===== config.mk =====
export PLATFORM = sky130hd
export DESIGN_NAME = button_debouncer
export DESIGN_NICKNAME = d
export VERILOG_FILES = /design/src/rtl/blinker_pkg.sv /design/src/rtl/debounce_channel.sv /design/src/rtl/button_debouncer.sv
export SDC_FILE = /design/constraint.sdc
export NUM_CORES = 1
export LEC_CHECK = 0
export CAP_MARGIN = 20
export CORE_MARGIN = 2
export CORE_UTILIZATION = 55
export DETAILED_ROUTE_END_ITERATION = 10
export GPL_TIMING_DRIVEN = 1
export MAX_ROUTING_LAYER = met4
export PLACE_DENSITY = 0.82
export SYNTH_ARGS = -nofsm -noshare
export SYNTH_HDL_FRONTEND = slang
export SYNTH_SLANG_ARGS = --single-unit

===== constraint.sdc =====
create_clock -name i_clk -period 9.5 [get_ports i_clk]
set_input_delay 0.95 -clock i_clk [delete_from_list [all_inputs] [get_ports i_clk]]
set_output_delay 0.95 -clock i_clk [all_outputs]
set_load 0.02 [all_outputs]

===== src/rtl/blinker_pkg.sv =====
// Shared board-level definitions: debounce FSM state encoding and timing constants.
package blinker_pkg;

   typedef enum logic [1:0] {
      IDLE_LOW  = 2'd0,
      WAIT_HIGH = 2'd1,
      IDLE_HIGH = 2'd2,
      WAIT_LOW  = 2'd3
   } debounce_state_t;

   localparam int CLK_HZ      = 100_000_000;
   localparam int DEBOUNCE_MS = 10;
   localparam int HOLD_MS     = 1000;

   // Milliseconds to clock cycles at CLK_HZ.
   function automatic int ms_to_cycles(input int ms);
      return (CLK_HZ / 1000) * ms;
   endfunction

endpackage


===== src/rtl/debounce_channel.sv =====
// One input bit: 2-FF synchronizer, debounce FSM with stability counter,
// and a long-hold detector that fires once per press.
module debounce_channel
   import blinker_pkg::*;
#(
   parameter int COUNT_WIDTH  = 32,
   parameter int STABLE_COUNT = 1_000_000,
   parameter int HOLD_COUNT   = 100_000_000
) (
   input  logic i_clk,
   input  logic i_rst,
   input  logic i_raw,
   output logic o_level,
   output logic o_rise,
   output logic o_fall,
   output logic o_held
);

   localparam logic [COUNT_WIDTH-1:0] C_STABLE_LAST = COUNT_WIDTH'(STABLE_COUNT - 1);
   localparam logic [COUNT_WIDTH-1:0] C_HOLD        = COUNT_WIDTH'(HOLD_COUNT);
   localparam logic [COUNT_WIDTH-1:0] C_HOLD_LAST   = COUNT_WIDTH'(HOLD_COUNT - 1);
   localparam logic [COUNT_WIDTH-1:0] C_ONE         = COUNT_WIDTH'(1);

   logic                   r_s1, r_s2;
   debounce_state_t        r_state;
   logic [COUNT_WIDTH-1:0] r_cnt;
   logic                   r_level, r_rise, r_fall;
   logic [COUNT_WIDTH-1:0] r_hcnt;
   logic                   r_hold_done, r_held;

   // Bring the asynchronous pin into the clock domain; only r_s2 is used below.
   always_ff @(posedge i_clk or posedge i_rst) begin
      if (i_rst) begin
         r_s1 <= 1'b0;
         r_s2 <= 1'b0;
      end else begin
         r_s1 <= i_raw;
         r_s2 <= r_s1;
      end
   end

   // Accept a new level only after STABLE_COUNT identical samples; any bounce restarts.
   always_ff @(posedge i_clk or posedge i_rst) begin
      if (i_rst) begin
         r_state <= IDLE_LOW;
         r_cnt   <= '0;
         r_level <= 1'b0;
         r_rise  <= 1'b0;
         r_fall  <= 1'b0;
      end else begin
         r_rise <= 1'b0;
         r_fall <= 1'b0;
         case (r_state)
            IDLE_LOW: begin
               if (r_s2) begin
                  r_state <= WAIT_HIGH;
                  r_cnt   <= C_ONE;
               end
            end
            WAIT_HIGH: begin
               if (!r_s2) begin
                  r_state <= IDLE_LOW;
                  r_cnt   <= '0;
               end else if (r_cnt == C_STABLE_LAST) begin
                  r_state <= IDLE_HIGH;
                  r_level <= 1'b1;
                  r_rise  <= 1'b1;
                  r_cnt   <= '0;
               end else begin
                  r_cnt <= r_cnt + C_ONE;
               end
            end
            IDLE_HIGH: begin
               if (!r_s2) begin
                  r_state <= WAIT_LOW;
                  r_cnt   <= C_ONE;
               end
            end
            WAIT_LOW: begin
               if (r_s2) begin
                  r_state <= IDLE_HIGH;
                  r_cnt   <= '0;
               end else if (r_cnt == C_STABLE_LAST) begin
                  r_state <= IDLE_LOW;
                  r_level <= 1'b0;
                  r_fall  <= 1'b1;
                  r_cnt   <= '0;
               end else begin
                  r_cnt <= r_cnt + C_ONE;
               end
            end
            default: begin
               r_state <= IDLE_LOW;
               r_cnt   <= '0;
            end
         endcase
      end
   end

   // Count cycles of accepted-high level (including the release window); pulse once, saturate.
   always_ff @(posedge i_clk or posedge i_rst) begin
      if (i_rst) begin
         r_hcnt      <= '0;
         r_hold_done <= 1'b0;
         r_held      <= 1'b0;
      end else if (!r_level) begin
         r_hcnt      <= '0;
         r_hold_done <= 1'b0;
         r_held      <= 1'b0;
      end else begin
         r_held <= 1'b0;
         if (r_hcnt != C_HOLD) r_hcnt <= r_hcnt + C_ONE;
         if (!r_hold_done && (r_hcnt == C_HOLD_LAST)) begin
            r_held      <= 1'b1;
            r_hold_done <= 1'b1;
         end
      end
   end

   assign o_level = r_level;
   assign o_rise  = r_rise;
   assign o_fall  = r_fall;
   assign o_held  = r_held;

endmodule


===== src/rtl/button_debouncer.sv =====
// Board input conditioner: INPUT_WIDTH independent debounce channels.
module button_debouncer
   import blinker_pkg::*;
#(
   parameter int COUNT_WIDTH  = 32,
   parameter int STABLE_COUNT = ms_to_cycles(DEBOUNCE_MS),
   parameter int HOLD_COUNT   = ms_to_cycles(HOLD_MS),
   parameter int INPUT_WIDTH  = 4
) (
   input  logic                   i_clk,
   input  logic                   i_rst,
   input  logic [INPUT_WIDTH-1:0] i_raw_in,
   output logic [INPUT_WIDTH-1:0] o_level,
   output logic [INPUT_WIDTH-1:0] o_rise,
   output logic [INPUT_WIDTH-1:0] o_fall,
   output logic [INPUT_WIDTH-1:0] o_held
);

   for (genvar g = 0; g < INPUT_WIDTH; g++) begin : g_ch
      debounce_channel #(
         .COUNT_WIDTH  (COUNT_WIDTH),
         .STABLE_COUNT (STABLE_COUNT),
         .HOLD_COUNT   (HOLD_COUNT)
      ) u_ch (
         .i_clk   (i_clk),
         .i_rst   (i_rst),
         .i_raw   (i_raw_in[g]),
         .o_level (o_level[g]),
         .o_rise  (o_rise[g]),
         .o_fall  (o_fall[g]),
         .o_held  (o_held[g])
      );
   end

endmodule


; ---- Word-level counts from Yosys, hierarchy flattened
; Index checks and enable logic that the tools add are counted.
[classes]
add_sub_neg = 8
mux = 116
eq_ne = 64
reduce_logical = 28
[op_table]
columns = op, count
row1 = $mux 32, 28
row2 = $pmux 32 s4, 4
row3 = $add 32x1->32 const B, 8
row4 = $eq 32x20->1 const B, 4
row5 = $eq 32x27->1 const B, 4
row6 = $ne 32x27->1 const B, 4
row7 = $mux 1, 52
row8 = $mux 2, 24
row9 = $ne 2x1->1 const B, 16
row10 = $ne 2x2->1 const B, 16
row11 = $pmux 2 s4, 4
row12 = $reduce_and 5->1, 4
row13 = $eq 2x2->1 const B, 8
row14 = $reduce_and 4->1, 4
row15 = $ne 3x1->1 const B, 4
row16 = $ne 3x3->1 const B, 4
row17 = $eq 2x1->1 const B, 4
row18 = $logic_not 2->1, 4
row19 = $pmux 1 s2, 4
row20 = $reduce_and 2->1, 4
row21 = $reduce_bool 2->1, 4
row22 = $logic_and 1x1->1, 4
row23 = $logic_not 1->1, 4
[totals]
ff_bits = 292

; ---- Depth between registers and ports, before layout
; Gate-level depths: netlist (run 1).
[depth]
depth_word = 4
ltp_mapped = 8

; ---- Modules after synthesis
; A second synthesis (run 1) with hierarchy kept.
[hier_totals]
cells_unflattened = 1722
hier_area_um2 = 15736.3
[modules_own_cells]
columns = module, cells_per_inst, n_inst, area_each_um2
row1 = debounce_channel at g_ch[1].u_ch ..., 442, 2, 3962.6
row2 = debounce_channel at g_ch[0].u_ch, 430, 1, 3921.3
row3 = debounce_channel at g_ch[3].u_ch, 408, 1, 3890.0

; ---- Least setup slack after synthesis (run 1)
; No wires, ideal clock.
[synth_timing]
path_type = register -> register
from = register g_ch[2].u_ch.r_cnt[8]
to = register g_ch[2].u_ch.r_cnt[31]
setup_slack_ns = 7.218
n_path_buf = 3
arrival_time_ns = 2.204
required_time_ns = 9.422
path_stages_with_launch = 9
period_less_slack_ns = 2.282
path_cell_list = dfrtp_1 > buf_2 > nand4_1 > or4_1 > buf_2 > or4_1 > buf_2 > o41ai_2 > o21bai_1
[synth_via]
elab_chain_len = 4
[synth_rtl]
columns = item, line_no
row1 = from (decl), debounce_channel.sv:26  ; logic [COUNT_WIDTH-1:0] r_cnt;
row2 = from (signal assigned), debounce_channel.sv:70  ; r_cnt <= r_cnt + C_ONE;
row3 = from (signal assigned), debounce_channel.sv:89  ; r_cnt <= r_cnt + C_ONE;
row4 = $add 32x1->32 / $eq 32x20->1 (equally long branches), --
row5 = $mux 32 (*), "debounce_channel.sv:64, debounce_channel.sv:83"
row6 = "$mux 32, on equally long branches", "debounce_channel.sv:80, debounce_channel.sv:61"
row7 = $pmux 32 s4 (*), debounce_channel.sv:53  ; case (r_state)
; Mark *: on every way between the ends. The rest lies on a longest branch, timed or not.
; A chain may end at the register's enable or synchronous reset.

; ---- Worst setup path after layout (run 1)
[layout_timing]
from = register g_ch[0].u_ch.r_cnt[0]
to = register g_ch[0].u_ch.r_cnt[21]
[layout_via]
elab_chain_len = 4
[layout_rtl]
columns = item, line_no
row1 = from (decl), debounce_channel.sv:26
row2 = from (signal assigned), debounce_channel.sv:70
row3 = from (signal assigned), debounce_channel.sv:89
row4 = $add 32x1->32 / $eq 32x20->1 (equally long branches), --
row5 = $mux 32 (*), "debounce_channel.sv:64, debounce_channel.sv:83"
row6 = "$mux 32, on equally long branches", "debounce_channel.sv:80, debounce_channel.sv:61"
row7 = $pmux 32 s4 (*), debounce_channel.sv:53
; Marks and branches as above.

==> results of run 1 <==
[layer usage]
metal  up-vias  wire (um)
li1       6381          -
met1      6519      16000
met2       325      16100
met3        61       1550
met4         0        707
met5         -          0
[cell usage in the layout (no fill, tap or decap), drive strengths merged, types with 47 or more instances in the layout]
cell type / instances
dfrtp: 292
nand2: 198
nand3: 173
nor2: 151
nand4: 99
o21ai: 62
xnor2: 61
or3: 52
nor3: 52
nor4: 52
xor2: 51
and2: 48
and3: 47
[logic make-up (layout without fill, tap and decap cells)]
group,Yosys count,count (layout),synth area share
and+or+nand+nor,985,985,0.329
AOI/OAI and AO/OA,209,209,0.0872
xor gates and xnor gates,112,112,0.0614
buffers and inverters,155,132,0.0405
adders and majority gates,12,12,0.00940
DFF,292,292,0.457
muxes,23,23,0.0146
[path summary, 6_finish.rpt]
kind	from	end	slack (ns)	cells after the start
worst max-delay path	g_ch[0].u_ch.r_cnt[0]	g_ch[0].u_ch.r_cnt[21]	6.54	6
worst min-delay path	g_ch[2].u_ch.r_s1	g_ch[2].u_ch.r_s2	0.35	0
worst max register to register	g_ch[0].u_ch.r_cnt[0]	g_ch[0].u_ch.r_cnt[21]	6.54	6
worst min register to register	g_ch[2].u_ch.r_s1	g_ch[2].u_ch.r_s2	0.35	0
max in group asynchronous	i_rst	g_ch[0].u_ch.r_cnt[7]	7.11	3
min in group asynchronous	i_rst	g_ch[0].u_ch.r_hcnt[10]	0.90	2
[cell type report]
class / instances / area [um2] / area share
multi-input cells: 1341 / 8020 / 0.464
repair buffers: 31 / 298 / 0.0172
flip-flops and latches: 292 / 7310 / 0.423
well taps: 384 / 480 / 0.0278
clock inverters: 20 / 199 / 0.0115
clock buffers: 36 / 803 / 0.0465
inverters: 45 / 176 / 0.0102
[sequential cells by signal (all words and copies together), names as in the netlist, named ones only]
register               flops
g_ch.u_ch.r_cnt          128
g_ch.u_ch.r_hcnt         128
g_ch.u_ch.o_fall           4
g_ch.u_ch.o_held           4
g_ch.u_ch.o_level          4
g_ch.u_ch.o_rise           4
g_ch.u_ch.r_hold_done      4
g_ch.u_ch.r_s1             4
g_ch.u_ch.r_s2             4
g_ch.u_ch.r_state          4
[worst register-to-register path, stage by stage (launching register included)]
cell and delay, ns:
dfrtp_1 0.39, ha_1 0.23, nand2_1 0.10, nor2_1 0.64
nand4_1 0.80, a31o_2 0.46, a22o_1 0.23
[stage by stage]
step            util  power, W  hold slack [ns]  setup WS (ns)  area [um2]
6_report       0.604   0.00272            0.355           6.54       17300
2_1_floorplan      -   0.00148            0.331          0.488       16000
5_1_grt        0.604   0.00282            0.376           6.35       17300
3_5_place_dp   0.569   0.00155            0.345           6.47       16300
3_3_place_gp   0.569   0.00154            0.339           6.49       16300
4_1_cts        0.604   0.00274            0.361           6.58       17300
[power by group]
| part | switching (W) | internal [W] | leakage (nW) |
|---|---|---|---|
| clock network | 0.000521 | 0.000665 | 0.475 |
| registers | 0.0000363 | 0.00126 | 4.04 |
| logic | 0.000174 | 0.0000561 | 2.40 |
==> impl_metrics.json, run 1 <==
{
  "outcome": "completed",
  "ys_ff_latch": 292,
  "dieHeight_um": 174,
  "required_ns": 9.94,
  "gr-usage-met2": 0.367,
  "drive_gt1_frac": 0.0516,
  "critPathKind": "reg2reg",
  "grt_pass1_vias": 12505,
  "cp_max_fo": 16,
  "first_pass_iters": 5,
  "cts_max_path_buffers": 3,
  "gr-usage-met1": 0.325,
  "portBuffers": 21,
  "slew_headroom": 0.250,
  "hpwl_mm": 21.7,
  "grt_pass1_wl_mm": 59.7,
  "period_minus_slack_ns": 2.96,
  "critPathMaxStageDelay_ns": 0.80,
  "rsz0062_at_grt": "false",
  "cts_root_buf": "clkbuf_16",
  "busiest_layer": "met2",
  "antenna_cells": 0,
  "crit_path_end_kind": "register",
  "tightest_slew_ns": 1.13,
  "start_util": 0.558,
  "grtUsageMet3": 0.0282,
  "path_buf_inv": 0,
  "die_x_um": 174,
  "cts.clk_slew.worst_paths_ns": 0.06,
  "syn_nets": 1806,
  "cts.htree.levels": 1,
  "synth_cell_types": 70,
  "startpoint_type": "register",
  "skew_ns": 0.0180,
  "drtIter0Drc": 1327,
  "drt-total-wl_mm": 34.4,
  "clock_latency_ns": 0.57,
  "finalCritPeriodShare": 0.311,
  "cp_top_family": "simple AND/OR/NAND/NOR gates",
  "cts_made_buffers": 30,
  "antenna_found_initial": 0,
  "synthCells": 1788,
  "synth-seq-area-share": 0.457,
  "power.leakage_nw": 6.91,
  "cp_cell_sequence": "ha_1 > nand2_1 > nor2_1 > nand4_1 > a31o_2 > a22o_1",
  "synth_common_cells": "292 x dfrtp_1, 198 x nand2_1, 171 x nand3_1",
  "instances_no_fill": 2149,
  "slew_violations": 0,
  "clock_sinks": 292,
  "post_drt_via_cell_ratio": 6.18,
  "grt_overflow": 0,
  "placed_cells": 2093,
  "grt_max_degree": 182,
  "ys_warn_count": 0,
  "synth_top_cells_by_area": "dfrtp_1 46%, nand3_1 5.4%, nand2_1 4.7%, nand4_1 3.9%, nor2_1 3.5%",
  "core.rowCount": 62,
  "hold_path.class": "reg2reg",
  "drcViolationCount": 0,
  "synth.avg_cell_area_um2": 8.93,
  "avgRoutedWirePerCell_um": 16.0,
  "setup_viol": 0,
  "fmaxAchievable_ghz": 0.338,
  "arrival_ns": 3.40,
  "cts_resized": 0,
  "hold_violations": 0,
  "ir_drop_mv": 0.126,
  "synth_top_area_frac": 0.457,
  "vias": 13286,
  "grt_usage": 0.234,
  "gp_congestion": 0.895,
  "yosys.area.top_type": "dfrtp_1",
  "final.setup.tns_ns": 0,
  "core_area_um2": 28600,
  "die_area_um2": 30400,
  "cts_tree": "done",
  "power-per-cell-area_nw_per_um2": 157,
  "layout.nets": 1759,
  "critical-path-slowest-cell": "nand4_1",
  "postCtsSetupBuffers": 0,
  "syn-cell-area_um2": 16000,
  "drv_cap": 0,
  "postRouteAntennaNets": 0,
  "nFillCells": 2338,
  "area_growth_pct": 8.22,
  "synth.most_common_cell": "dfrtp_1",
  "synthArstFlopShare": 1.00,
  "synthFlopType": "dfrtp_1",
  "synth_edf_count": 0,
  "ios": 22,
  "ctsHoldBuffers": 0
}
(Power assumes the default switching activity.)
==> inputs of run 2 (changes only) <==
PLACE_DENSITY = 0.79   (was 0.82)
clock period = 3 ns   (was 9.5 ns; I/O delays follow)
==> run 2 against run 1 <==
Against the previous run: clock power rose to 3.6 times the previous value; cell area rose by 2.6%; highest routed layer unchanged; clock-buffer cell count rose by 13; flip-flop and latch count did not move; largest power group is now clock; total power rose to 3.4 times the previous value.
==> impl_metrics.json, run 2 (synthesis gave the netlist of run 1 again) <==
{
  "grt_pass1_vias": 12726,
  "dieHeight_um": 174,
  "start_util": 0.558,
  "period_minus_slack_ns": 2.52,
  "ir_drop_mv": 0.361,
  "die_area_um2": 30400,
  "cts_root_buf": "clkbuf_16",
  "startpoint_type": "register",
  "hpwl_mm": 22.3,
  "fmaxAchievable_ghz": 0.396,
  "antenna_cells": 0,
  "power.leakage_nw": 7.19,
  "path_buf_inv": 0,
  "grt_pass1_wl_mm": 60.9,
  "clock_sinks": 292,
  "outcome": "completed",
  "reg.largest.list": "g_ch.u_ch.r_cnt x128, g_ch.u_ch.r_hcnt x128",
  "grt_overflow": 0,
  "cts_max_path_buffers": 3,
  "slew_violations": 0,
  "setup_viol": 0,
  "first_pass_iters": 6,
  "slew_headroom": 0.453,
  "drtIter0Drc": 1307,
  "post_drt_via_cell_ratio": 6.12,
  "nFillCells": 2330,
  "drive_gt1_frac": 0.0705,
  "arrival_ns": 2.95,
  "cts.clk_slew.worst_paths_ns": 0.06,
  "grt_usage": 0.241,
  "crit_path_end_kind": "register",
  "gr-usage-met2": 0.374,
  "rsz0062_at_grt": "false",
  "fin_util": 0.619,
  "mostFrequentLayoutCells": "292 x dfrtp_1, 198 x nand2_1, 171 x nand3_1",
  "cts.htree.levels": 2,
  "drt-total-wl_mm": 34.9,
  "layout.nets": 1795,
  "cp_max_fo": 8,
  "cts_tree": "done",
  "layout.cells.most_common": "dfrtp_1",
  "clock_latency_ns": 0.51,
  "gp_congestion": 0.879,
  "required_ns": 3.42,
  "area_growth_pct": 11.0,
  "ios": 22,
  "tightest_slew_ns": 0.814,
  "postCtsSetupBuffers": 0,
  "vias": 13378,
  "cts_made_buffers": 34,
  "reg2reg_from": "g_ch[2].u_ch.r_cnt[8]",
  "whs_ns": 0.137,
  "hold_violations": 0,
  "cp_cell_sequence": "nand4_1 > or4_1 > or4_1 > o41ai_2 > o21bai_1",
  "portBuffers": 21,
  "grtUsageMet3": 0.0319,
  "power-per-cell-area_nw_per_um2": 516,
  "antenna_found_initial": 0,
  "hold_path.class": "in2async",
  "cts_resized": 0,
  "core.rowCount": 62,
  "gr-usage-met1": 0.332,
  "ctsHoldBuffers": 0,
  "die_x_um": 174,
  "drv_cap": 0,
  "critPathKind": "reg2reg",
  "busiest_layer": "met2",
  "cp_top_family": "simple AND/OR/NAND/NOR gates",
  "critPathMaxStageDelay_ns": 0.68,
  "drcViolationCount": 0,
  "cp_common_cell": "or4_1",
  "critical_path.startpoint": "g_ch[2].u_ch.r_cnt[8]",
  "postRouteAntennaNets": 0,
  "critical-path-slowest-cell": "or4_1",
  "core_area_um2": 28600,
  "skew_ns": 0.0120,
  "avgRoutedWirePerCell_um": 15.9,
  "grt_max_degree": 71,
  "finalCritPeriodShare": 0.841
}
-- run 2: cell types whose count changed in the layout (fill, tap and decap cells not counted), sizes merged --
cell	change
inv	-1
buf	+32
clkinv	-3
clkinvlp	-4
clkbuf	+13
-- run 2: per-stage QoR --
stage	cells	total power (W)	area, um2	setup TNS (ns)	setup WS [ns]
floorplan	1788	0.00470	16000	-343.15	-1.18
global placement	2124	0.00493	16500	0	0.616
detailed placement	2125	0.00495	16600	0	0.551
CTS	2186	0.00924	17700	0	0.514
global route	2186	0.00952	17700	0	0.370
finish	2186	0.00914	17700	0	0.477
-- run 2: layout make-up --
| cell class | instances | area (um2) | share of cell area |
|---|---|---|---|
| Clock buffer | 49 | 1050 | 0.0593 |
| Timing Repair Buffer | 63 | 583 | 0.0329 |
| Clock inverter | 12 | 116 | 0.00656 |
| Multi-Input combinational cell | 1341 | 8020 | 0.452 |
| Inverter | 45 | 173 | 0.00974 |
| Tap cell | 384 | 480 | 0.0271 |
| Sequential cell | 292 | 7310 | 0.412 |
-- run 2: report_power, final --
group / leakage (nW) / switching [W] / internal (W)
Combinational: 2.56 / 0.000553 / 0.000216
Sequential: 4.04 / 0.000112 / 0.00400
Clock: 0.582 / 0.00165 / 0.00261
-- run 2: metal layers --
layer  part of all wire  up-vias
met4              0.017        0
met3              0.051       53
met2               0.47      373
met1               0.46     6486
li1                   -     6466
met5                  0        -
-- run 2: final timing paths --
check / end / slack, ns / cells past startpoint
min reg2reg: g_ch[2].u_ch.r_s2 / 0.35 / 0
min: g_ch[1].u_ch.r_cnt[20] / 0.14 / 2
max in group asynchronous: g_ch[3].u_ch.r_cnt[20] / 2.17 / 3
min in group i_clk: g_ch[0].u_ch.r_s1 / 0.23 / 1
max: g_ch[2].u_ch.r_cnt[31] / 0.48 / 5
max reg2reg: g_ch[2].u_ch.r_cnt[31] / 0.48 / 5
